==> src/rtl/freq_gate_ctrl.sv <==
// freq_gate_ctrl: gated edge-count frequency meter with divider phase alignment.
// Define FREQ_GATE_CONT_EN for continuous back-to-back windows; otherwise each measurement is single-shot.
module freq_gate_ctrl #(
  parameter int          CNT_W       = 27,
  parameter int unsigned ARM_TIMEOUT = 27'd100_000_000
) (
  input  logic             clk,
  input  logic             clr_n,
  input  logic             start,
  input  logic             stop,
  input  logic             tick_1hz,
  input  logic             sig_in,
  output logic             div_clr,
  output logic             gate,
  output logic             busy,
  output logic [CNT_W-1:0] freq_val,
  output logic             freq_vld,
  output logic             ovf,
  output logic             tmo
);
  typedef enum logic [2:0] {IDLE, SYNC, ARM, GATE, LATCH} state_t;
  state_t           state_q, state_d;
  logic [2:0]       sync_q, sync_d;
  logic [CNT_W-1:0] cnt_q, cnt_d, freq_val_q, freq_val_d;
  logic [31:0]      tcnt_q, tcnt_d;
  logic             win_ovf_q, win_ovf_d, freq_vld_q, freq_vld_d, ovf_q, ovf_d, tmo_q, tmo_d;
  logic             div_clr_q, div_clr_d, gate_q, gate_d, busy_q, busy_d;
  logic             edge_p;
  assign edge_p = sync_q[1] & ~sync_q[2];
  always_comb begin
    sync_d     = {sync_q[1:0], sig_in};
    state_d    = state_q;
    cnt_d      = cnt_q;
    tcnt_d     = tcnt_q;
    win_ovf_d  = win_ovf_q;
    freq_val_d = freq_val_q;
    ovf_d      = ovf_q;
    tmo_d      = tmo_q;
    case (state_q)
      IDLE: if (start && !stop) begin
        state_d = SYNC;
        tmo_d   = 1'b0;
        ovf_d   = 1'b0;
      end
      SYNC: begin
        cnt_d     = '0;
        tcnt_d    = '0;
        win_ovf_d = 1'b0;
        state_d   = stop ? IDLE : ARM;
      end
      ARM: begin
        if (stop) state_d = IDLE;
        else if (tick_1hz) state_d = GATE;
        else if (tcnt_q == ARM_TIMEOUT - 1) begin
          state_d = IDLE;
          tmo_d   = 1'b1;
        end else tcnt_d = tcnt_q + 1;
      end
      GATE: begin
        if (stop) begin
          state_d   = IDLE;
          cnt_d     = '0;
          win_ovf_d = 1'b0;
        end else begin
          // saturate rather than wrap; an edge arriving at all-ones marks the window as overflowed
          if (edge_p) begin
            cnt_d     = (&cnt_q) ? cnt_q : cnt_q + 1'b1;
            win_ovf_d = win_ovf_q | (&cnt_q);
          end
          if (tick_1hz) begin
            state_d    = LATCH;
            freq_val_d = cnt_d;
            ovf_d      = win_ovf_d;
          end
        end
      end
      LATCH: begin
        win_ovf_d = 1'b0;
`ifdef FREQ_GATE_CONT_EN
        // an edge landing in this cycle belongs to the window that is already reopening
        state_d = stop ? IDLE : GATE;
        cnt_d   = stop ? '0 : {{(CNT_W-1){1'b0}}, edge_p};
`else
        state_d = IDLE;
        cnt_d   = '0;
`endif
      end
      default: state_d = IDLE;
    endcase
    freq_vld_d = state_d == LATCH;
    gate_d     = state_d == GATE;
    busy_d     = state_d != IDLE;
    div_clr_d  = state_d == SYNC;
  end
  always_ff @(posedge clk or negedge clr_n) begin
    if (!clr_n) begin
      state_q    <= IDLE;
      sync_q     <= '0;
      cnt_q      <= '0;
      tcnt_q     <= '0;
      win_ovf_q  <= 1'b0;
      freq_val_q <= '0;
      freq_vld_q <= 1'b0;
      ovf_q      <= 1'b0;
      tmo_q      <= 1'b0;
      div_clr_q  <= 1'b0;
      gate_q     <= 1'b0;
      busy_q     <= 1'b0;
    end else begin
      state_q    <= state_d;
      sync_q     <= sync_d;
      cnt_q      <= cnt_d;
      tcnt_q     <= tcnt_d;
      win_ovf_q  <= win_ovf_d;
      freq_val_q <= freq_val_d;
      freq_vld_q <= freq_vld_d;
      ovf_q      <= ovf_d;
      tmo_q      <= tmo_d;
      div_clr_q  <= div_clr_d;
      gate_q     <= gate_d;
      busy_q     <= busy_d;
    end
  end
  assign div_clr  = div_clr_q;
  assign gate     = gate_q;
  assign busy     = busy_q;
  assign freq_val = freq_val_q;
  assign freq_vld = freq_vld_q;
  assign ovf      = ovf_q;
  assign tmo      = tmo_q;
endmodule

==> config.mk <==
export PLATFORM = sky130hd
export DESIGN_NAME = freq_gate_ctrl
export DESIGN_NICKNAME = d
export VERILOG_FILES = /design/src/rtl/freq_gate_ctrl.sv
export SDC_FILE = /design/constraint.sdc
export NUM_CORES = 1
export LEC_CHECK = 0
export ABC_AREA = 1
export CAP_MARGIN = 20
export CORE_ASPECT_RATIO = 0.8
export CORE_MARGIN = 2
export CORE_UTILIZATION = 60
export DETAILED_ROUTE_END_ITERATION = 10
export GPL_TIMING_DRIVEN = 0
export PLACE_DENSITY = 0.88
export RECOVER_POWER = 100
export SYNTH_ARGS = -nofsm -noshare
export SYNTH_HDL_FRONTEND = slang
export SYNTH_SLANG_ARGS = --single-unit
==> constraint.sdc <==
create_clock -name clk -period 4.8 [get_ports clk]
set_input_delay 0.96 -clock clk [delete_from_list [all_inputs] [get_ports clk]]
set_output_delay 0.96 -clock clk [all_outputs]
set_load 0.005 [all_outputs]
== Word-level counts from Yosys, hierarchy flattened ==
Index checks and enable logic that the tools add are counted.

* Register bits after elaboration: 99
* Input bits: 6
* Output and inout bits: 33
* Logic and storage cells: 74

* Add/subtract/negate cells: 2
* Equality and inequality tests: 15
* Mux-type cells: 27
* Bitwise gates (word level): 4
* Reductions and logical operators: 14

{| class="wikitable"
|+ Operators with widths
! cell !! count
|-
| $mux W32 || 3
|-
| $mux W27 || 3
|-
| $pmux W32 S2 || 1
|-
| $pmux W27 S2 || 1
|-
| $add A32 B1 Y32 const B || 1
|-
| $eq A32 B27 Y1 const B || 1
|-
| $add A27 B1 Y27 const B || 1
|-
| $reduce_and A27 Y1 || 1
|-
| $mux W3 || 6
|-
| $ne A2 B2 Y1 const B || 7
|-
| $pmux W3 S4 || 1
|-
| $eq A3 B2 Y1 const B || 3
|-
| $mux W1 || 8
|-
| $reduce_and A4 Y1 || 2
|-
| $reduce_bool A2 Y1 || 4
|-
| $eq A3 B1 Y1 const B || 2
|-
| $eq A3 B3 Y1 const B || 2
|-
| $pmux W1 S2 || 3
|-
| $reduce_and A5 Y1 || 1
|-
| $logic_not A3 Y1 || 1
|-
| $reduce_and A3 Y1 || 1
|-
| $reduce_bool A3 Y1 || 1
|-
| $mux W2 || 1
|-
| $not A1 Y1 || 2
|-
| 5 further kinds || 5
|}

== Longest topological paths before layout ==
* Depth in word-level cells: 6
* Gate-level depth with buffers: 12
* Gate-level depth less buffers: 12

== Least setup slack after synthesis ==
OpenSTA, ideal clock, no wires.

* Path type: in2reg
* Start: in stop
* End: reg freq_val_q[8], in the netlist freq_val[8]
* Library setup time: 124 ps
* Arrival time: 1,747 ps
* Data required time: 4,676 ps
* Slack: 2,929 ps
* Stages: 7
* Path buffers: 1
* Path through: nor2_2 > inv_2 > nor2_4 > inv_2 > clkbuf_1 > nand2_1 > nand2_1

* Word-level cells in the longest chain between the ends: 2

{| class="wikitable"
|+ Ends and longest elaborated chain
! item !! line !! RTL
|-
| start: declaration || 10 || <nowiki>input logic stop,</nowiki>
|-
| $not A1 Y1 (no line) || n/a ||
|-
| $reduce_and A3 Y1 (no line) || n/a ||
|-
| end signal: assignment || 115 || <nowiki>freq_val_q <= freq_val_d;</nowiki>
|-
| end: declaration || 24 || <nowiki>logic [CNT_W-1:0] cnt_q, cnt_d, freq_val_q, freq_val_d;</nowiki>
|}

Every way passes these cells.
A chain may end at the register's enable or synchronous reset.

== Final worst setup path ==
* Start: in stop
* End: reg freq_val_q[12], in the netlist freq_val[12]

The elaborated chain is that of the path after synthesis.

==> impl_metrics.xml <==
<?xml version="1.0" encoding="UTF-8"?>
<metrics>
  <group name="outcome">
    <metric name="status" unit="">finished, violations left</metric>
    <metric name="violations" unit="">max-capacitance violations, max-slew violations</metric>
  </group>
  <group name="timing">
    <metric name="drv_slew" unit="">43</metric>
    <metric name="grt_setup_unrepaired" unit="">no</metric>
    <metric name="fin_ws" unit="ns">1.54</metric>
    <metric name="fin_clk_skew" unit="ns">0.00913</metric>
    <metric name="final_hold_viol_count" unit="">0</metric>
    <metric name="post-route-min-period" unit="ns">3.26</metric>
    <metric name="layout_worst_path_cycle_share" unit="">0.679</metric>
    <metric name="timing.final.setup_violations" unit="">0</metric>
    <metric name="max_freq" unit="MHz">307</metric>
    <metric name="tightest_slew" unit="ns">2.29</metric>
    <metric name="slew_headroom" unit="">-0.529</metric>
    <metric name="setup_total_negative_slack" unit="ns">0</metric>
  </group>
  <group name="worst_hold_path">
    <metric name="hold_end" unit="">sync_q[1]$_DFF_PN0_</metric>
    <metric name="hold_path.startpoint" unit="">sync_q[0]$_DFF_PN0_</metric>
    <metric name="holdPathStages" unit="">0</metric>
    <metric name="path_class_of_the_lowest_slack_min_delay_path" unit="">flop to flop</metric>
  </group>
  <group name="floorplanning">
    <metric name="vertical_die_dimension" unit="microns">93.3</metric>
    <metric name="start_util" unit="">0.619</metric>
    <metric name="core" unit="sq um">9650</metric>
    <metric name="rows" unit="">32</metric>
    <metric name="io-pin-count" unit="">39</metric>
    <metric name="die_area" unit="sq um">10800</metric>
    <metric name="die_w" unit="microns">116</metric>
  </group>
  <group name="drt">
    <metric name="route.final.wire_length" unit="microns">15600</metric>
    <metric name="postRouteAntennaNets" unit="">0</metric>
    <metric name="avgRoutedWirePerCell" unit="microns">15.0</metric>
    <metric name="first_pass_drt_iterations" unit="">5</metric>
    <metric name="drcViolationCount" unit="">0</metric>
    <metric name="drt-initial-drc-count" unit="">563</metric>
    <metric name="via_per_inst" unit="">5.53</metric>
    <metric name="via_count" unit="">5749</metric>
  </group>
  <group name="layout">
    <metric name="layout-drive-gt1-share" unit="">0.0565</metric>
    <metric name="fillCellCount" unit="">808</metric>
    <metric name="area_taken_by_multi_input_logic_gates" unit="sq um">3020</metric>
    <metric name="synthToLayoutAreaGrowth" unit="%">12.6</metric>
    <metric name="nNetsFinal" unit="">906</metric>
    <metric name="sequential_cell_area" unit="sq um">2480</metric>
    <metric name="final_cell_count_no_fill" unit="">1039</metric>
    <metric name="share_of_the_core_filled_with_cells_in_the_final_layout" unit="">0.697</metric>
    <metric name="n_antenna_cell" unit="">0</metric>
  </group>
  <group name="yosys">
    <metric name="yosys_warnings" unit="">0</metric>
    <metric name="synth.ff_latch_count" unit="">99</metric>
    <metric name="synth.most_common_cell" unit="">nand2_1</metric>
    <metric name="syn-instance-count" unit="">848</metric>
    <metric name="synth_edf_count" unit="">0</metric>
    <metric name="synth_area_leader_cell" unit="">dfrtp_1</metric>
    <metric name="mapped_nets" unit="">856</metric>
    <metric name="synthTopCellsByCount" unit="">nand2_1, nor2_1, dfrtp_1, nand3_1, inv_1</metric>
    <metric name="synthFlopType" unit="">dfrtp_1</metric>
    <metric name="distinct_cells_synth" unit="">33</metric>
    <metric name="post_synth.cell_area_avg" unit="sq um">7.05</metric>
    <metric name="synth.yosys.seq_area_share" unit="">0.415</metric>
    <metric name="async_flop_share" unit="">1.00</metric>
    <metric name="syn_area" unit="sq um">5970</metric>
    <metric name="netlist.area_leader.share" unit="">0.415</metric>
    <metric name="synth.area.top_cells" unit="">dfrtp_1, nand2_1, nand3_1</metric>
  </group>
  <group name="worst_setup_path">
    <metric name="rrSetupSlack" unit="ns">1.91</metric>
    <metric name="worst-endpoint-required" unit="ns">5.04</metric>
    <metric name="endpoint_kind" unit="">flop</metric>
    <metric name="critical-path-slowest-cell" unit="">dlygate4sd3_1</metric>
    <metric name="cp_cell_sequence" unit="">dlygate4sd3_1 &gt; nor2_1 &gt; inv_1 &gt; nor2_1 &gt; inv_1 &gt; clkbuf_1 &gt; nand2_1 &gt; nand2_1</metric>
    <metric name="critPathLaunchType" unit="">input port</metric>
    <metric name="worstSetupPathType" unit="">input port to flop</metric>
    <metric name="critPathMaxStageDelay" unit="ns">0.58</metric>
    <metric name="worst-r2r-cell-count" unit="">10</metric>
    <metric name="critPathArrivalTime" unit="ns">3.49</metric>
    <metric name="worstReg2RegEnd" unit="">freq_val[16]$_DFFE_PN0P_</metric>
    <metric name="critical_path_peak_fanout" unit="">10</metric>
    <metric name="r2r_start" unit="">cnt_q[0]$_DFFE_PN0P_</metric>
  </group>
  <group name="placement">
    <metric name="number_of_instances_in_the_placed_design" unit="">1023</metric>
    <metric name="gp_congestion" unit="">0.993</metric>
    <metric name="preCtsSetupSlack" unit="ns">1.98</metric>
    <metric name="port_buffers" unit="">38</metric>
    <metric name="place_hpwl" unit="microns">11700</metric>
  </group>
  <group name="power_and_ir_drop">
    <metric name="power_density" unit="nW/um^2">301</metric>
    <metric name="worst_ir_drop_vdd" unit="mV">0.256</metric>
    <metric name="power.leakage" unit="nW">3.21</metric>
  </group>
  <group name="grt">
    <metric name="grt_max_degree" unit="">58</metric>
    <metric name="use_met1" unit="">0.494</metric>
    <metric name="globalRoute.busiestLayer" unit="">met1</metric>
    <metric name="gr_layer_usage_met2" unit="">0.427</metric>
    <metric name="grt_overflow_total" unit="">0</metric>
    <metric name="grt.total_usage" unit="">0.316</metric>
    <metric name="via_count_of_the_first_global_routing_pass" unit="">5424</metric>
    <metric name="grt_antenna_before_repair" unit="">0</metric>
    <metric name="grt.met3_usage" unit="">0.0868</metric>
    <metric name="grt_pass1_wl" unit="microns">26600</metric>
  </group>
  <group name="clock_tree">
    <metric name="worstSkewPairLatency" unit="ns">0.35</metric>
    <metric name="hold_buffer_count_at_cts" unit="">0</metric>
    <metric name="postCtsSetupRepairBufs" unit="">0</metric>
    <metric name="h_tree_depth" unit="">3</metric>
    <metric name="tritoncts.num_buffers" unit="">9</metric>
    <metric name="post_cts.resized_instances" unit="">0</metric>
    <metric name="tritoncts_num_sinks" unit="">99</metric>
    <metric name="cts.path.max_buffers" unit="">2</metric>
    <metric name="clk_pin_slew_worst_paths" unit="ns">0.07</metric>
    <metric name="cts.root.buffer_cell" unit="">clkbuf_16</metric>
    <metric name="tritoncts" unit="">built</metric>
  </group>
  <group name="flow_run">
    <metric name="max_cap_viols" unit="">1</metric>
  </group>
</metrics>
==> metrics by stage <==
stage	hold slack (ns)	area [sq um]	total power, W
after global routing	0.369	6730	0.00212
after CTS	0.359	6840	0.00207
final	0.356	6730	0.00203
after global placement	0.335	6530	0.00134
after floorplan	0.331	5970	0.00116
after detailed placement	0.343	6550	0.00135
==> cell usage in the layout (no fill, tap or decap), types with 2 or more instances in the layout <==
master and n:
a21o_1 7, buf_2 5, buf_6 2, clkbuf_1 17, clkbuf_16 9, clkdlybuf4s50_1 2
clkinv_2 2, dfrtp_1 99, dlygate4sd3_1 35, ha_1 2, inv_1 69, nand2_1 321
nand2_2 8, nand3_1 91, nand3_2 9, nand3b_1 3, nand4_1 15, nor2_1 110
nor2_2 2, nor2_4 5, nor3_1 4, o211ai_1 4, o21ai_0 40, o21ai_1 3
or2_2 3, xnor2_1 6, xor2_1 19
==> worst max-delay path: cells and delay by family <==
kind	cells	cell delay [ns]
buffers and inverters	4	1.40
AND/OR/NAND/NOR	4	1.14
==> sequential cells by signal, indices dropped and copies added (netlist names) <==
signal     flops
busy           1
cnt_q         27
tcnt_q        32
ovf            1
tmo            1
gate           1
freq_val      27
sync_q         3
win_ovf_q      1
div_clr        1
freq_vld       1
state_q        3
==> where the power goes <==
group	internal, W	switching, W
registers	0.000901	0.0000478
clock network	0.000405	0.000318
logic	0.000137	0.000217
==> worst max-delay path by stage <==
stage / start / end / slack (ns) / depth (start not counted)
4_1_cts: stop / freq_val[16]$_DFFE_PN0P_ / 2.30 / 8
3_5_place_dp: stop / freq_val[16]$_DFFE_PN0P_ / 1.98 / 8
2_1_floorplan: stop / freq_val[8]$_DFFE_PN0P_ / 2.93 / 7
5_1_grt: stop / freq_val[24]$_DFFE_PN0P_ / 1.23 / 8
6_report: stop / freq_val[12]$_DFFE_PN0P_ / 1.54 / 8
3_3_place_gp: clr_n / tcnt_q[23]$_DFFE_PN0P_ / -0.81 / 1
==> cell type report <==
| class | instances | area share |
|---|---|---|
| plain buffers | 22 | 0.0154 |
| clock buffers | 10 | 0.0340 |
| clock inverters | 6 | 0.00967 |
| inverters | 69 | 0.0385 |
| multi-input cells | 658 | 0.449 |
| flip-flops and latches | 99 | 0.368 |
| well taps | 136 | 0.0253 |
| repair buffers | 39 | 0.0597 |
==> metal layers <==
layer	wire length (microns)	share of wire	vias to the layer above
li1	-	-	2791
met1	7540	0.48	2639
met2	6130	0.39	300
met3	1740	0.11	19
met4	180	0.012	0
met5	0	0	-
==> cells by family after synthesis <==
logic type	share of synthesized area
and+or+nand+nor	0.423
DFF	0.415
buffers and inverters	0.0668
AOI/OAI and AO/OA	0.0547
xor gates and xnor gates	0.0366
adders and majority gates	0.00419
(Power assumes the default switching activity.)
